===== config.mk =====
export PLATFORM = sky130hd
export DESIGN_NAME = daq_frame_builder
export DESIGN_NICKNAME = d
export VERILOG_FILES = /design/src/rtl/daq_pkg.sv /design/src/rtl/daq_out_slot.sv /design/src/rtl/daq_frame_builder.sv
export SDC_FILE = /design/constraint.sdc
export NUM_CORES = 1
export LEC_CHECK = 0
export ABC_CLOCK_PERIOD_IN_PS = 4040
export CORE_MARGIN = 3
export CORE_UTILIZATION = 40
export CTS_CLUSTER_DIAMETER = 120
export DETAILED_ROUTE_END_ITERATION = 12
export PLACE_DENSITY = 0.85
export SYNTH_ARGS = -nofsm -noshare
export SYNTH_HDL_FRONTEND = slang
export SYNTH_SLANG_ARGS = --single-unit

===== constraint.sdc =====
create_clock -name CLK40 -period 4.04 [get_ports CLK40]
set_clock_uncertainty 0.1 [all_clocks]
set_input_delay 0.808 -clock CLK40 [delete_from_list [all_inputs] [get_ports CLK40]]
set_output_delay 0.808 -clock CLK40 [all_outputs]
set_load 0.05 [all_outputs]

===== src/rtl/daq_pkg.sv =====
// rtl/daq_pkg.sv - shared tags, L1A info field positions and FSM states for the DAQ frame builder
package daq_pkg;

    localparam logic [3:0] TAG_H0H1 = 4'hA;
    localparam logic [3:0] TAG_H2   = 4'hB;
    localparam logic [3:0] TAG_H3   = 4'hC;
    localparam logic [3:0] TAG_H4   = 4'hD;
    localparam logic [3:0] TAG_T0   = 4'hE;
    localparam logic [3:0] TAG_T1   = 4'hF;

    localparam int L1ACNT_LSB     = 0;
    localparam int L1AMCNT_LSB    = 24;
    localparam int OVCNT_LSB      = 36;
    localparam int L1A_MATCH_BIT  = 40;
    localparam int L1A_PHASE_BIT  = 41;
    localparam int OVRLAP_BIT     = 42;
    localparam int MULTI_OVLP_BIT = 43;

    localparam logic [2:0] ST_IDLE     = 3'd0;
    localparam logic [2:0] ST_INFO_RD  = 3'd1;
    localparam logic [2:0] ST_INFO_CAP = 3'd2;
    localparam logic [2:0] ST_HDR      = 3'd3;
    localparam logic [2:0] ST_CH_RD    = 3'd4;
    localparam logic [2:0] ST_CH_CAP   = 3'd5;
    localparam logic [2:0] ST_TRL      = 3'd6;

    function automatic logic [15:0] hdr_word(input logic [2:0]  idx,
                                             input logic [43:0] info,
                                             input logic [6:0]  smax);
        logic [15:0] w;
        case (idx)
            3'd0:    w = {TAG_H0H1, info[L1ACNT_LSB + 12 +: 12]};
            3'd1:    w = {TAG_H0H1, info[L1ACNT_LSB +: 12]};
            3'd2:    w = {TAG_H2, info[L1AMCNT_LSB +: 12]};
            3'd3:    w = {TAG_H3, 5'b0, smax};
            default: w = {TAG_H4, 4'b0, info[MULTI_OVLP_BIT], info[OVRLAP_BIT],
                          info[L1A_PHASE_BIT], info[L1A_MATCH_BIT], info[OVCNT_LSB +: 4]};
        endcase
        return w;
    endfunction

endpackage


===== src/rtl/daq_out_slot.sv =====
// rtl/daq_out_slot.sv - single valid/ready output register with frame checksum and data-word count
module daq_out_slot (
    input  logic        CLK40,
    input  logic        srst,
    input  logic        clr,
    input  logic        load,
    input  logic        is_data,
    input  logic [15:0] ld_data,
    input  logic        ld_sof,
    input  logic        ld_eof,
    input  logic        out_rdy,
    output logic        slot_free,
    output logic [15:0] out_data,
    output logic        out_vld,
    output logic        out_sof,
    output logic        out_eof,
    output logic [11:0] cks,
    output logic [11:0] wc
);

    logic        vld_q, vld_d;
    logic [15:0] data_q, data_d;
    logic        sof_q, sof_d;
    logic        eof_q, eof_d;
    logic [11:0] cks_q, cks_d;
    logic [11:0] wc_q, wc_d;

    assign slot_free = !vld_q || out_rdy;

    always_comb begin
        vld_d  = vld_q;
        data_d = data_q;
        sof_d  = sof_q;
        eof_d  = eof_q;
        cks_d  = cks_q;
        wc_d   = wc_q;
        if (clr) begin
            cks_d = '0;
            wc_d  = '0;
        end
        // Callers only assert load when slot_free, so a stalled word is never overwritten.
        if (load) begin
            vld_d  = 1'b1;
            data_d = ld_data;
            sof_d  = ld_sof;
            eof_d  = ld_eof;
            cks_d  = cks_q ^ ld_data[11:0];
            if (is_data) begin
                wc_d = wc_q + 12'd1;
            end
        end else if (out_rdy) begin
            vld_d = 1'b0;
            sof_d = 1'b0;
            eof_d = 1'b0;
        end
    end

    always_ff @(posedge CLK40 or posedge srst) begin
        if (srst) begin
            vld_q  <= 1'b0;
            data_q <= '0;
            sof_q  <= 1'b0;
            eof_q  <= 1'b0;
            cks_q  <= '0;
            wc_q   <= '0;
        end else begin
            vld_q  <= vld_d;
            data_q <= data_d;
            sof_q  <= sof_d;
            eof_q  <= eof_d;
            cks_q  <= cks_d;
            wc_q   <= wc_d;
        end
    end

    assign out_data = data_q;
    assign out_vld  = vld_q;
    assign out_sof  = sof_q;
    assign out_eof  = eof_q;
    assign cks      = cks_q;
    assign wc       = wc_q;

endmodule


===== src/rtl/daq_frame_builder.sv =====
// rtl/daq_frame_builder.sv - drains L1A info and channel FIFOs into a framed 16-bit word stream
module daq_frame_builder
    import daq_pkg::*;
#(
    parameter int NCH       = 16,
    parameter int HDR_WORDS = 5
) (
    input  logic              CLK40,
    input  logic              srst,
    input  logic              RDY,
    input  logic [43:0]       L1A_SMP_OUT,
    input  logic [12*NCH-1:0] DOUT_16CH,
    input  logic [NCH-1:0]    CH_EMPTY,
    input  logic [6:0]        SAMP_MAX,
    input  logic              OUT_RDY,
    output logic              L1A_RD_EN,
    output logic [NCH-1:0]    RD_ENA,
    output logic [15:0]       OUT_DATA,
    output logic              OUT_VLD,
    output logic              OUT_SOF,
    output logic              OUT_EOF,
    output logic              BUSY,
    output logic              UNDERFLOW
);

    localparam logic [3:0] CH_LAST  = 4'(NCH - 1);
    localparam logic [2:0] HDR_LAST = 3'(HDR_WORDS - 1);

    logic [2:0]  state_q, state_d;
    logic [6:0]  smax_q, smax_d;
    logic [43:0] info_q, info_d;
    logic [2:0]  hidx_q, hidx_d;
    logic [3:0]  ch_q, ch_d;
    logic [6:0]  smp_q, smp_d;
    logic        tidx_q, tidx_d;
    logic        underflow_q, underflow_d;

    logic        slot_free;
    logic        clr, load, is_data, ld_sof, ld_eof, adv;
    logic [15:0] ld_data;
    logic [11:0] cks, wc;
    logic [11:0] ch_word;

    assign ch_word = DOUT_16CH[12*ch_q +: 12];

    always_comb begin
        state_d     = state_q;
        smax_d      = smax_q;
        info_d      = info_q;
        hidx_d      = hidx_q;
        ch_d        = ch_q;
        smp_d       = smp_q;
        tidx_d      = tidx_q;
        underflow_d = underflow_q;
        clr         = 1'b0;
        load        = 1'b0;
        is_data     = 1'b0;
        ld_data     = '0;
        ld_sof      = 1'b0;
        ld_eof      = 1'b0;
        adv         = 1'b0;

        case (state_q)
            ST_IDLE: begin
                smax_d = SAMP_MAX;
                if (RDY) begin
                    state_d = ST_INFO_RD;
                    clr     = 1'b1;
                end
            end
            ST_INFO_RD: state_d = ST_INFO_CAP;
            ST_INFO_CAP: begin
                info_d  = L1A_SMP_OUT;
                hidx_d  = '0;
                state_d = ST_HDR;
            end
            ST_HDR: begin
                if (slot_free) begin
                    load    = 1'b1;
                    ld_data = hdr_word(hidx_q, info_q, smax_q);
                    ld_sof  = (hidx_q == 3'd0);
                    if (hidx_q == HDR_LAST) begin
                        hidx_d  = '0;
                        ch_d    = '0;
                        smp_d   = '0;
                        state_d = ST_CH_RD;
                    end else begin
                        hidx_d = hidx_q + 3'd1;
                    end
                end
            end
            ST_CH_RD: begin
                // The read is issued regardless of the slot; the FIFO output holds until captured.
                if (!CH_EMPTY[ch_q]) begin
                    state_d = ST_CH_CAP;
                end else if (slot_free) begin
                    load        = 1'b1;
                    is_data     = 1'b1;
                    ld_data     = {ch_q, 12'hFFF};
                    underflow_d = 1'b1;
                    adv         = 1'b1;
                end
            end
            ST_CH_CAP: begin
                if (slot_free) begin
                    load    = 1'b1;
                    is_data = 1'b1;
                    ld_data = {ch_q, ch_word};
                    adv     = 1'b1;
                end
            end
            ST_TRL: begin
                if (slot_free) begin
                    load = 1'b1;
                    if (!tidx_q) begin
                        ld_data = {TAG_T0, wc};
                        tidx_d  = 1'b1;
                    end else begin
                        ld_data = {TAG_T1, cks};
                        ld_eof  = 1'b1;
                        tidx_d  = 1'b0;
                        state_d = ST_IDLE;
                    end
                end
            end
            default: state_d = ST_IDLE;
        endcase

        if (adv) begin
            if (smp_q == smax_q) begin
                smp_d = '0;
                if (ch_q == CH_LAST) begin
                    ch_d    = '0;
                    tidx_d  = 1'b0;
                    state_d = ST_TRL;
                end else begin
                    ch_d    = ch_q + 4'd1;
                    state_d = ST_CH_RD;
                end
            end else begin
                smp_d   = smp_q + 7'd1;
                state_d = ST_CH_RD;
            end
        end
    end

    always_ff @(posedge CLK40 or posedge srst) begin
        if (srst) begin
            state_q     <= ST_IDLE;
            smax_q      <= '0;
            info_q      <= '0;
            hidx_q      <= '0;
            ch_q        <= '0;
            smp_q       <= '0;
            tidx_q      <= 1'b0;
            underflow_q <= 1'b0;
        end else begin
            state_q     <= state_d;
            smax_q      <= smax_d;
            info_q      <= info_d;
            hidx_q      <= hidx_d;
            ch_q        <= ch_d;
            smp_q       <= smp_d;
            tidx_q      <= tidx_d;
            underflow_q <= underflow_d;
        end
    end

    always_comb begin
        RD_ENA = '0;
        if (state_q == ST_CH_RD && !CH_EMPTY[ch_q]) begin
            RD_ENA[ch_q] = 1'b1;
        end
    end

    assign L1A_RD_EN = (state_q == ST_INFO_RD);
    assign BUSY      = (state_q != ST_IDLE);
    assign UNDERFLOW = underflow_q;

    daq_out_slot u_out_slot (
        .CLK40     (CLK40),
        .srst      (srst),
        .clr       (clr),
        .load      (load),
        .is_data   (is_data),
        .ld_data   (ld_data),
        .ld_sof    (ld_sof),
        .ld_eof    (ld_eof),
        .out_rdy   (OUT_RDY),
        .slot_free (slot_free),
        .out_data  (OUT_DATA),
        .out_vld   (OUT_VLD),
        .out_sof   (OUT_SOF),
        .out_eof   (OUT_EOF),
        .cks       (cks),
        .wc        (wc)
    );

endmodule


==> flow_metrics.tcl <==
set metrics [dict create \
    status "finished, final reports clean" \
    max_freq_mhz 256 \
    cp-end-kind "primary output" \
    synth_fp_nets 901 \
    hold_class "flip-flop to flip-flop" \
    tightest_slew_ps 1070 \
    synth_warnings 0 \
    fin_crit_sh_pct 96.6 \
    slowest_delay_ps 490 \
    ctsHtreeMaxLevel 4 \
    dieHeight_um 141 \
    setup_tns_ps 0 \
    grt_pass1_wl_um 40100 \
    avgRoutedWirePerCell_um 22.8 \
    crit_path_end "RD_ENA[1]" \
    grt_pass1_vias 7038 \
    crit_path_top_delay_cell "mux4_2" \
    critical-path-top-delay-family "simple AND/OR/NAND/NOR gates" \
    dp.final_hpwl_um 20600 \
    num_antenna_cells 0 \
    cts_tree "yes" \
    vdd_ir_drop_max_uv 459 \
    ios 301 \
    async_flop_share_pct 100 \
    track_usage_pct 26.3 \
    dr.pass1.iters 6 \
    final_layout_size_suffix_gt1_share_pct 20.2 \
    cp.required_ps 3130 \
    placedCellCount 1121 \
    ys_ff_latch 113 \
    finalHoldViolations 0 \
    worstSetupPathType "input pin to primary output" \
    worstPathMaxFanout 4 \
    numPortBuffers 300 \
    syn_area_per_cell_um2 11.6 \
    root_buffer "clkbuf_16" \
    netlist_area_um2 7270 \
    relSlewSlack_pct 28.8 \
    worstHoldStart "u_out_slot.out_data[0]" \
    ant_nets 0 \
    r2r-end "u_out_slot.out_data[5]" \
    ctsHoldBuffers 0 \
    synthFlopType "dfrtp_1" \
    power_density_nw_per_um2 590 \
    via_count 6763 \
    path_buf_inv 2 \
    synth_edf_count 0 \
    synth_most_common_cell "dfrtp_1" \
    post_cts_buffers 0 \
    fin_crit_ps 3900 \
    syn_to_final_growth_pct 55.4 \
    synth_largest_area_cell "dfrtp_1" \
    grt_antenna_before_repair 0 \
    drt-initial-drc-count 578 \
    ff2ff_setup_slack_ps 840 \
    rsz0062_at_grt "false" \
    cts_resized 0 \
    drc 0 \
    path_clk_slew_ps 60 \
    synthTopCellsByArea "dfrtp_1, mux4_2, mux2_2, mux2i_1, nand2_1" \
    dieWidth_um 141 \
    arrival_ps 2990 \
    fp.coreArea_um2 17500 \
    routabilityCongestion 0.911 \
    die_area_um2 19800 \
    r2r-start "hidx_q[0]" \
    ys_types 61 \
    wirelength_um 26300 \
    synthTopCellsByCount "dfrtp_1, nand2_1, mux2_2, mux4_2, mux2i_1" \
    syn_inst 626 \
    layout.cells.non_filler 1153 \
    crit_chain "clkdlybuf4s50_1 -> mux4_2 -> o21ai_2 -> nand2_2 -> nor2_1 -> nand2_1 -> nor3_1 -> buf_12" \
    crit_start "CH_EMPTY[14]" \
    grt-ovfl-total 0 \
    clockBufferDepth 2 \
    crit_cells 8 \
    vias_per_cell 5.87 \
    finalSetupViolCount 0 \
    synth_top_area_share_pct 38.9 \
    layout.nets 1190 \
    leakage_uw 0.00450 \
    cts_made_buffers 17 \
    synth-seq-area-share_pct 38.9 \
    floorplan.initialDensity_pct 41.5 \
    r2r_cells 8 \
    maxSlewViolCount 0 \
    crit_path_start_kind "input pin" \
    p_total_uw 6670 \
    drv_cap 0 \
    grt_max_degree 53 \
    clk_latency_ps 410 \
    clock-sinks 113 \
    rows 48 \
]
[worst min-delay path by stage]
stage,endpoint,slack [ps],cells past startpoint
global placement,u_out_slot.out_data[5],360,1
global route,u_out_slot.out_data[1],400,1
CTS,UNDERFLOW,380,1
finish,u_out_slot.out_data[0],380,1
floorplan,u_out_slot.wc[11],350,1
detailed placement,UNDERFLOW,360,1
[per-layer routing]
metal  GRT usage [%]  vias up  wire (um)
met2            43.4      345      13000
met4            9.74        0        913
met5               0        -          0
met1            33.4     3359      10400
li1                -     3002          -
met3            6.99       57       2070
[where the power goes]
part           internal [uW]  leakage, uW  switching, uW  total [uW]
Sequential              1590      0.00139            413        2010
Combinational           1450      0.00279           1520        2970
Clock                   1160     0.000316            536        1700
Total                   4200      0.00450           2470        6670
[kinds of logic (layout without fill, tap and decap cells)]
kind of cell | count (synthesis) | count (layout) | synth area share [%]
AOI/OAI and AO/OA | 119 | 119 | 12.6
xor gates and xnor gates | 10 | 10 | 1.20
adders and majority gates | 12 | 12 | 2.06
buffers and inverters | 57 | 359 | 3.58
DFF | 113 | 113 | 38.9
muxes | 150 | 150 | 30.3
and+or+nand+nor | 165 | 165 | 11.4
[sequential cells by signal, summed over array words and instances, names as in the netlist]
| register | count |
|---|---|
| tidx_q | 1 |
| u_out_slot.out_sof | 1 |
| u_out_slot.out_vld | 1 |
| UNDERFLOW | 1 |
| u_out_slot.out_data | 16 |
| info_q | 44 |
| smp_q | 7 |
| hidx_q | 3 |
| state_q | 3 |
| smax_q | 7 |
| u_out_slot.wc | 12 |
| u_out_slot.cks | 12 |
| ch_q | 4 |
| u_out_slot.out_eof | 1 |
[per-stage QoR]
step | hold WS (ps) | utilization (%) | setup WS [ps] | cell area, um2
CTS | 378 | 64.5 | 200 | 11300
global route | 397 | 64.5 | 66.3 | 11300
detailed placement | 364 | 60.7 | 211 | 10600
finish | 378 | 64.5 | 139 | 11300
global placement | 357 | 60.7 | 255 | 10600
floorplan | 348 | - | 66.5 | 7270
[placed cells by master (no fill, tap or decap), types with 5 or more instances in the layout]
master and count:
clkbuf_16 17, nor3_1 9, or3_4 7, inv_1 10
mux2_2 51, dfrtp_1 111, a21o_1 15, nand3_1 13
bufinv_16 5, o21ai_0 17, xor2_1 6, o22ai_1 15
nand2_1 61, nor2b_1 5, a221oi_1 9, a22oi_1 7
nor2_1 37, buf_12 17, buf_4 14, a21oi_1 9
nand4_1 7, clkdlybuf4s50_1 284, ha_1 12, mux2i_1 48
o31ai_1 7, a222oi_1 12, mux4_2 51
[area by class of cell]
cell class	count	area (um2)
flip-flops and latches	113	2830
fillers	1343	6230
clock buffers	23	488
inverters	12	47.5
repair buffers	315	3290
well taps	225	282
clock inverters	9	178
multi-input cells	456	4190
No activity file was read; power rests on OpenSTA's default activity.
